### src/rtl/regfile_mp.sv
// regfile_mp: multi-port register file with a write-to-read bypass,
// a dedicated link-register write port and a sequential clear engine.
// Reads are registered (one edge of latency). After reset or a clear
// request the file walks every entry to zero before Ready rises.
module regfile_mp #(
  parameter int DATA_W   = 32,
  parameter int ADDR_W   = 5,
  parameter int NUM_RD   = 2,
  parameter int ZERO_REG = 1,
  parameter int LINK_REG = 31
) (
  input  logic                       Clock,
  input  logic                       Reset,
  input  logic [NUM_RD*ADDR_W-1:0]   RdAddr,
  output logic [NUM_RD*DATA_W-1:0]   RdData,
  input  logic                       WrEn,
  input  logic [ADDR_W-1:0]          WrAddr,
  input  logic [DATA_W-1:0]          WrData,
  input  logic                       LinkEn,
  input  logic [DATA_W-1:0]          LinkData,
  input  logic                       ClearReq,
  output logic                       Ready
);

  localparam int                DEPTH    = 1 << ADDR_W;
  localparam logic [0:0]        ST_CLEAR = 1'b0;
  localparam logic [0:0]        ST_RUN   = 1'b1;
  localparam logic [ADDR_W-1:0] LINK_A   = ADDR_W'(LINK_REG);
  localparam logic [ADDR_W:0]   IDX_LAST = (ADDR_W+1)'(DEPTH - 1);
  localparam logic [ADDR_W:0]   IDX_ONE  = (ADDR_W+1)'(1);
  localparam bit                HAS_ZERO = (ZERO_REG != 0);

  logic [0:0]        state;
  logic [ADDR_W:0]   idx;
  logic [DATA_W-1:0] mem [DEPTH];
  logic [DATA_W-1:0] rd_next [NUM_RD];
  logic              run;
  logic              wr_ok;
  logic              link_ok;

  // A write is accepted only in RUN, not on a clear-request edge, and
  // never into entry 0 when that entry is hardwired to zero.
  assign run     = (state == ST_RUN);
  assign wr_ok   = run && WrEn && !ClearReq && !(HAS_ZERO && (WrAddr == '0));
  assign link_ok = run && LinkEn && !ClearReq && !(HAS_ZERO && (LINK_A == '0));

  // Clear engine sequencing and Ready; reset and clear requests restart at entry 0.
  always_ff @(posedge Clock) begin
    if (Reset) begin
      state <= ST_CLEAR;
      idx   <= '0;
      Ready <= 1'b0;
    end else if (state == ST_CLEAR) begin
      idx <= idx + IDX_ONE;
      if (idx == IDX_LAST) begin
        state <= ST_RUN;
        Ready <= 1'b1;
      end
    end else if (ClearReq) begin
      state <= ST_CLEAR;
      idx   <= '0;
      Ready <= 1'b0;
    end
  end

  // Storage update: zero one entry per edge while clearing, otherwise
  // apply writeback and link writes with the link write taking priority.
  always_ff @(posedge Clock) begin
    if (!Reset) begin
      if (state == ST_CLEAR) begin
        mem[idx[ADDR_W-1:0]] <= '0;
      end else begin
        if (wr_ok && !(link_ok && (WrAddr == LINK_A)))
          mem[WrAddr] <= WrData;
        if (link_ok)
          mem[LINK_A] <= LinkData;
      end
    end
  end

  // Next read value per port: stored entry, overridden by same-edge writes
  // (link over writeback), and forced to zero for a hardwired entry 0.
  always_comb begin
    for (int k = 0; k < NUM_RD; k++) begin
      rd_next[k] = mem[RdAddr[k*ADDR_W +: ADDR_W]];
      if (wr_ok && (WrAddr == RdAddr[k*ADDR_W +: ADDR_W]))
        rd_next[k] = WrData;
      if (link_ok && (LINK_A == RdAddr[k*ADDR_W +: ADDR_W]))
        rd_next[k] = LinkData;
      if (HAS_ZERO && (RdAddr[k*ADDR_W +: ADDR_W] == '0))
        rd_next[k] = '0;
    end
  end

  // Registered read ports; held at zero during reset, clearing and clear requests.
  always_ff @(posedge Clock) begin
    if (Reset || !run || ClearReq) begin
      RdData <= '0;
    end else begin
      for (int k = 0; k < NUM_RD; k++)
        RdData[k*DATA_W +: DATA_W] <= rd_next[k];
    end
  end

endmodule

### config.mk
export PLATFORM = sky130hd
export DESIGN_NAME = regfile_mp
export DESIGN_NICKNAME = d
export VERILOG_FILES = /design/src/rtl/regfile_mp.sv
export SDC_FILE = /design/constraint.sdc
export NUM_CORES = 1
export LEC_CHECK = 0
export ABC_CLOCK_PERIOD_IN_PS = 6500
export CAP_MARGIN = 20
export CORE_MARGIN = 1.5
export CORE_UTILIZATION = 60
export DETAILED_ROUTE_END_ITERATION = 8
export PLACE_DENSITY_LB_ADDON = 0.15
export SYNTH_ARGS = -nofsm -noshare
export SYNTH_HDL_FRONTEND = slang
export SYNTH_SLANG_ARGS = --single-unit
### constraint.sdc
create_clock -name Clock -period 6.5 [get_ports Clock]
set_clock_uncertainty 0.15 [all_clocks]
set_input_delay 1.3 -clock Clock [delete_from_list [all_inputs] [get_ports Clock]]
set_output_delay 1.3 -clock Clock [all_outputs]
set_load 0.01 [all_outputs]
# Word level (Yosys, flattened, before mapping)
# Memory sizes are Yosys's and may differ from the RTL's.
# Cells that the tools add are included.
[word_totals] reg_bits=72 ram_bits=1024 input_bits=84 output_inout_bits=65 word_cells=65 memories=1
[mem_list] memory="mem" depth=32 word_bits=32 rd=2 rd_clocked_by_memory_dff=0 wr=2 line_no="35" rtl="logic [DATA_W-1:0] mem [DEPTH];"
[classes] add_sub_neg=1 n_eq_ne=7 muxes=26 n_reduce_logical=25
[ops] cell="32-bit 2-to-1 mux" n=5
[ops] cell="32-bit OR reduction" n=1
[ops] cell="1-bit 2-to-1 mux" n=18
[ops] cell="5-bit logical NOT" n=3
[ops] cell="6-bit 2-to-1 mux" n=2
[ops] cell="1-bit logical AND" n=11
[ops] cell="5-bit equality test" n=2
[ops] cell="5-bit equality test, first input constant" n=2
[ops] cell="6-bit by 1-bit adder with 6-bit output, second input constant" n=1
[ops] cell="6-bit by 5-bit equality test with 1-bit output, second input constant" n=1
[ops] cell="5-bit equality test, second input constant" n=1
[ops] cell="5-bit 2-to-1 mux" n=1
[ops] cell="1-bit logical NOT" n=4
[ops] cell="2-bit OR reduction" n=2
[ops] cell="1-bit logical OR" n=2
[ops] cell="2-bit inequality test, second input constant" n=1
[ops] cell="2-bit AND reduction" n=1
[ops] cell="2-bit nonzero test" n=1

# Longest topological paths before layout
# Gate-level depths: netlist (run 1).
[depth] depth_word=11 ltp_mapped=10 depth_no_buf=5

# Worst setup path before layout (run 1)
# No wires, ideal clock.
[synth_path] path_type="input to register" from="in WrAddr[3]" to="mem mem[31][0] (enable)" setup_time_ns=0.466 t_arrival_ns=4.789 t_required_ns=5.884 setup_slack_ns=1.095 cell_stages=6 n_path_buf=1 path_cell_list="buf_4 or3_1 o31ai_1 nor2_1 mux2_2 o21ai_0"
[synth_rtl] item="start: declaration" line_no="17" rtl="input logic [ADDR_W-1:0] WrAddr,"
[synth_rtl] item="end: declaration" line_no="35"

==> reports/results.ini, run 1 <==
[hold_path]
min_path_type=reg -> reg
hold_end=Ready$_SDFFE_PP0P_
hold_depth=2
min_from=Ready$_SDFFE_PP0P_

[timing]
fmax_ghz=0.205
rsz0062_at_grt=false
hold_slack_ns=0.356
hold_viol_final=0
fin_crit_ns=4.88
relSlewSlack_pct=15.2
tns_ns=0
fin_crit_sh_pct=75.1
layout_setup_ws_ns=1.62
slew_viol_final=0
setup_violations=0
tightest_slew_ns=1.27

[finish]
layout.area.seq_sq_mm=0.0322
final_area_sq_mm=0.0574
fin_cells=4023
fillerInstances=5157
drive_gt1_share_pct=29.1
finish.utilization_pct=68.9
multi_input_area_sq_mm=0.0173
layout.nets=2925
layout_commonest_cell=edfxtp_1
final_cell_mix=1024 x edfxtp_1, 457 x mux4_2, 177 x o22ai_1
syn_to_final_growth_pct=13.9

[floorplan]
fp-row-count=106
pin_count=149
core-area_sq_mm=0.0834
dieArea_sq_mm=0.0858
die_h_microns=293
start_util_pct=60.5
die_w_microns=293

[pwr]
power_mw=15.4
powerDensity_mw_per_mm2=268
ir_worst_vdd_v=0.000245
p_leak_nw=19.3

[global_route]
grt_max_degree=100
grt_pass1_wl_microns=223000
grt_usage_pct=36.8
grt_pass1_vias=30800
grt_antenna_before_repair=9
gr-total-overflow=0

[clock_network]
post_cts_resized=0
cts_max_path_buffers=3
clock-sinks=1096
numCtsBuffers=111
cts_tree=built
cts_setup_buffers=0
clk_latency_ns=0.69
holdBufCountCts=0
cts-htree-levels=3
clockRootBuffer=clkbuf_16
clkTransAtPathRegs_ns=0.06

[setup_path]
r2r-start=run$_SDFF_PP0_
worst_setup_path_end_kind=register
r2r_end=mem[23][8]$_DFFE_PP_
critical_path_arrival_ns=5.09
worst-path-buf-inv=2
crit_path_start_kind=primary input
worst-r2r-cell-count=6
cp.depth=7
critPathSlowestCell=nor2_4
required_ns=6.71
critPathMaxFanout=20
rrSetupSlack_ns=2.31
crit_type=in -> reg
max_stage_delay_ns=0.85
crit_path_cell_trace=clkdlybuf4s50_1 > nor3b_1 > o21ai_0 > nor2_4 > a31oi_2 > nor2_4 > buf_4
path_delay_family=simple AND/OR/NAND/NOR gates
cp_common_cell=nor2_4

[place]
placedCellCount=3798
port_buffers=148
hpwl_microns=97500
place_congestion=0.954
place_ws_ns=1.07
placed_area_sq_mm=0.0534

[drt]
antenna_left=0
drc=0
drt_iter0_drc=4694
via_per_inst=7.69
wl_per_cell_microns=38.7
drt_wl_total_microns=156000
drtPass1Iterations=6
vias=30900

[logic_synthesis]
syn_inst=2678
yosysSeqAreaShare_pct=63.8
syn_area_per_cell_sq_um=18.8
ys_ff_latch=1096
synth_area_sq_mm=0.0504
synth_nets=2763
ys_async_sr_fraction_pct=0
synth.lib_cells_used.distinct=67
synth_edf_count=1024
yosysWarnings=0
synthFlopType=edfxtp_1

[flow_run]
cap_violations=0

[status]
status=completed

sequential cells by signal, indices dropped and copies added (netlist names):
| name | flops |
|---|---|
| idx | 6 |
| Ready | 1 |
| mem | 1024 |
| run | 1 |
| RdData | 64 |
logic make-up (layout without fill, tap and decap cells):
logic type,Yosys count,after routing,share of synthesized area [%]
simple gates,331,331,3.76
buf+inv,226,487,2.50
fa+ha+maj,1,1,0.0248
flops,1096,1096,63.8
xor+xnor,10,10,0.174
compound gates,383,383,5.60
mux,631,631,24.1
other cells,0,4,0
how the worst max path moves through the flow:
stage | start | endpoint
after global routing | Reset | mem[23][24]$_DFFE_PP_
after detailed placement | Reset | mem[17][3]$_DFFE_PP_
after CTS | Reset | mem[12][26]$_DFFE_PP_
after floorplan | WrAddr[3] | mem[31][0]$_DFFE_PP_
final | Reset | mem[23][8]$_DFFE_PP_
after global placement | Reset | mem[17][28]$_DFFE_PP_
where the power goes:
| group | switching (mW) | internal, mW |
|---|---|---|
| registers | 0.0182 | 7.64 |
| clock network | 2.78 | 3.94 |
| logic | 0.617 | 0.419 |
worst register-to-register path, cell delays in order (launching register included):
cell     delay [ns]
dfxtp_1        0.59
nor3b_1        0.45
o21ai_0        0.30
nor2_4         0.53
a31oi_2        0.53
nor2_4         0.86
buf_4          0.43
cell usage after synthesis, types with 37 or more instances:
cell type / instances / area [sq um]
nor2_1: 64 / 240
and2_1: 38 / 238
clkbuf_1: 87 / 327
buf_2: 73 / 365
o22ai_1: 177 / 1110
a221o_1: 53 / 531
dfxtp_1: 72 / 1440
edfxtp_1: 1024 / 30700
and3_1: 41 / 257
nand2_1: 37 / 139
mux2i_1: 132 / 1320
mux4_2: 457 / 10300
layout make-up:
class	count	share of cell area, %
flip-flops and latches	1096	56.0
well taps	1080	2.35
repair buffers	271	4.76
inverters	4	0.0261
multi-input cells	1356	30.1
clock inverters	60	1.25
diodes	4	0.0174
clock buffers	152	5.46
per-layer routing:
layer	track usage (%)	share of wire [%]	vias up
met5	0	0.035	-
li1	-	-	12000
met2	55.2	45	2606
met4	16.6	5.0	8
met3	9.35	14	431
met1	51.7	36	15900
Note: power is estimated with default switching activity, not from simulation.
==> run 2, diff against run 1 <==
--- a/config.mk
+++ b/config.mk
@@ -5,10 +5,10 @@
 export SDC_FILE = /design/constraint.sdc
 export NUM_CORES = 1
 export LEC_CHECK = 0
-export ABC_CLOCK_PERIOD_IN_PS = 6500
+export ABC_CLOCK_PERIOD_IN_PS = 4250
 export CAP_MARGIN = 20
 export CORE_MARGIN = 1.5
-export CORE_UTILIZATION = 60
+export CORE_UTILIZATION = 56
 export DETAILED_ROUTE_END_ITERATION = 8
 export PLACE_DENSITY_LB_ADDON = 0.15
 export SYNTH_ARGS = -nofsm -noshare
==> constraint.sdc (replaced) <==
create_clock -name Clock -period 4.25 [get_ports Clock]
set_clock_uncertainty 0.15 [all_clocks]
set_input_delay 0.85 -clock Clock [delete_from_list [all_inputs] [get_ports Clock]]
set_output_delay 0.85 -clock Clock [all_outputs]
set_load 0.01 [all_outputs]
==> run 2 against run 1 <==
  * Sequential cell count unchanged
  * Total power up 51%
  * Utilization down 3.0 points
  * Non-clock buffer count up 106
  * Sequential power up 53%
  * Sequential share of layout area down 0.95 points
  * Via count up 0.70%
  * Combinational power up 58%
  * Largest power group unchanged
==> reports/results.ini, run 2 (synthesis gave the netlist of run 1 again) <==
[setup_path]
worst_setup_path_end_kind=register
worst-r2r-cell-count=7  ; +1
critPathMaxFanout=29  ; +45%
r2r_end=mem[28][20]$_DFFE_PP_
critical_path_arrival_ns=3.68  ; -1.41 ns
crit_type=reg -> reg
crit_path_start_kind=register
r2r-start=run$_SDFF_PP0_
required_ns=4.47  ; -2.24 ns
rrSetupSlack_ns=0.80  ; -1.51 ns

[hold_path]
min_from=Ready$_SDFFE_PP0P_
min_path_type=reg -> reg
hold_depth=2  ; unchanged
hold_end=Ready$_SDFFE_PP0P_

[clock_network]
numCtsBuffers=112  ; +0.90%
clockRootBuffer=clkbuf_16
clk_latency_ns=0.69  ; about the same
clkTransAtPathRegs_ns=0.06  ; about the same
cts_max_path_buffers=3  ; unchanged
clock-sinks=1096  ; unchanged
holdBufCountCts=0  ; unchanged
cts_tree=built
cts_setup_buffers=0  ; unchanged
post_cts_resized=0  ; unchanged
cts-htree-levels=3  ; unchanged

[pwr]
p_leak_nw=19.9  ; +2.6%
ir_worst_vdd_v=0.000376  ; +53%
power_mw=23.2  ; +51%
powerDensity_mw_per_mm2=397  ; +48%

[floorplan]
core-area_sq_mm=0.0888  ; +6.4%
die_h_microns=303  ; +3.5%
start_util_pct=56.8  ; -3.7 points
dieArea_sq_mm=0.0919  ; +7.1%
pin_count=149  ; unchanged
die_w_microns=303  ; +3.5%
fp-row-count=109  ; +2.8%

[global_route]
gr-total-overflow=0  ; unchanged
grt_max_degree=83  ; -17%
grt_pass1_vias=31400  ; +2.0%
top_usage_layer=met2
grt_use_met1_pct=50.1  ; -1.7 points
grtUsageMet3_pct=9.60  ; +0.25 points
grt_pass1_wl_microns=228000  ; +2.5%
grt_usage_pct=35.6  ; -1.2 points
use_met2_pct=52.8  ; -2.4 points
grt_antenna_before_repair=7  ; -2

[timing]
rsz0062_at_grt=false
hold_viol_final=0  ; unchanged
tightest_slew_ns=1.17  ; -0.101 ns
relSlewSlack_pct=21.9  ; +6.8 points
setup_violations=0  ; unchanged
fmax_ghz=0.290
fin_crit_ns=3.45
fin_crit_sh_pct=81.2
slew_viol_final=0  ; unchanged

[drt]
wl_per_cell_microns=38.0  ; -1.9%
drtPass1Iterations=5  ; -1
vias=31200  ; +0.70%
drc=0  ; unchanged
antenna_left=0  ; unchanged
drt_iter0_drc=4717  ; +0.49%
drt_wl_total_microns=160000  ; +2.7%
via_per_inst=7.40  ; -3.8%

[finish]
largest_register=mem
top_regs=mem (1024), RdData (64), idx (6)
layout_commonest_cell=edfxtp_1
drive_gt1_share_pct=31.3  ; +2.2 points
final_cell_mix=1024 x edfxtp_1, 457 x mux4_2, 181 x buf_4
finish.utilization_pct=65.8  ; -3.0 points
syn_to_final_growth_pct=15.8
layout.nets=3032  ; +3.7%
largest_reg_flops=1024  ; unchanged

[place]
place_congestion=0.966  ; +1.3%
port_buffers=148  ; unchanged
hpwl_microns=101000  ; +4.0%

[flow_run]
cap_violations=0  ; unchanged

[status]
status=completed

[run 2: layout make-up]
type                    count  area, sq um
inverters                   4         15.0
flip-flops and latches   1096        32200
multi-input cells        1356        17300
repair buffers            377         3790
well taps                1165         1460
fillers                  5902        30400
clock buffers             145         3060
diodes                      3         7.51
clock inverters            65          616
[run 2: metrics by stage]
stage / instances / setup WS [ns] / TNS, ns / hold WS (ns) / instance area, sq um
4_1_cts: 4207 / 0.812 / 0 / 0.364 / 58400
3_3_place_gp: 3996 / -0.103 / -0.103 / 0.345 / 54700
6_report: 4211 / 0.798 / 0 / 0.358 / 58400
5_1_grt: 4208 / 0.730 / 0 / 0.373 / 58400
2_1_floorplan: 2678 / 0.0928 / 0 / 0.330 / 50400
3_5_place_dp: 3997 / 0.0994 / 0 / 0.355 / 54700
[run 2: worst max path at each step]
stage,slack [ns],startpoint,endpoint,cells past startpoint
finish,0.80,run$_SDFF_PP0_,mem[28][20]$_DFFE_PP_,7
global route,0.73,run$_SDFF_PP0_,mem[28][20]$_DFFE_PP_,7
CTS,0.81,RdAddr[5],RdData[45]$_SDFF_PP0_,7
detailed placement,0.1,RdAddr[5],RdData[45]$_SDFF_PP0_,7
global placement,-0.10,RdAddr[7],RdData[63]$_SDFF_PP0_,7
floorplan,0.09,WrAddr[3],mem[20][0]$_DFFE_PP_,7
[run 2: critical path: stages (launching register included)]
cell,delay [ns]
dfxtp_1,0.60
nor3b_1,0.37
o21ai_0,0.27
nor2_4,0.38
buf_4,0.37
mux2_2,0.48
nor2_4,0.22
buf_12,0.28
[run 2: routing by layer]
layer | vias to the layer above | part of all wire, %
li1 | 12200 | -
met1 | 16200 | 37
met2 | 2379 | 45
met3 | 387 | 13
met4 | 4 | 5.1
met5 | - | 0.017
[run 2: power by group]
group | leakage, nW | internal [mW] | total [mW] | switching [mW]
Clock | 1.78 | 5.63 | 9.86 | 4.23
Sequential | 10.7 | 11.7 | 11.7 | 0.0289
Combinational | 7.34 | 0.703 | 1.64 | 0.940
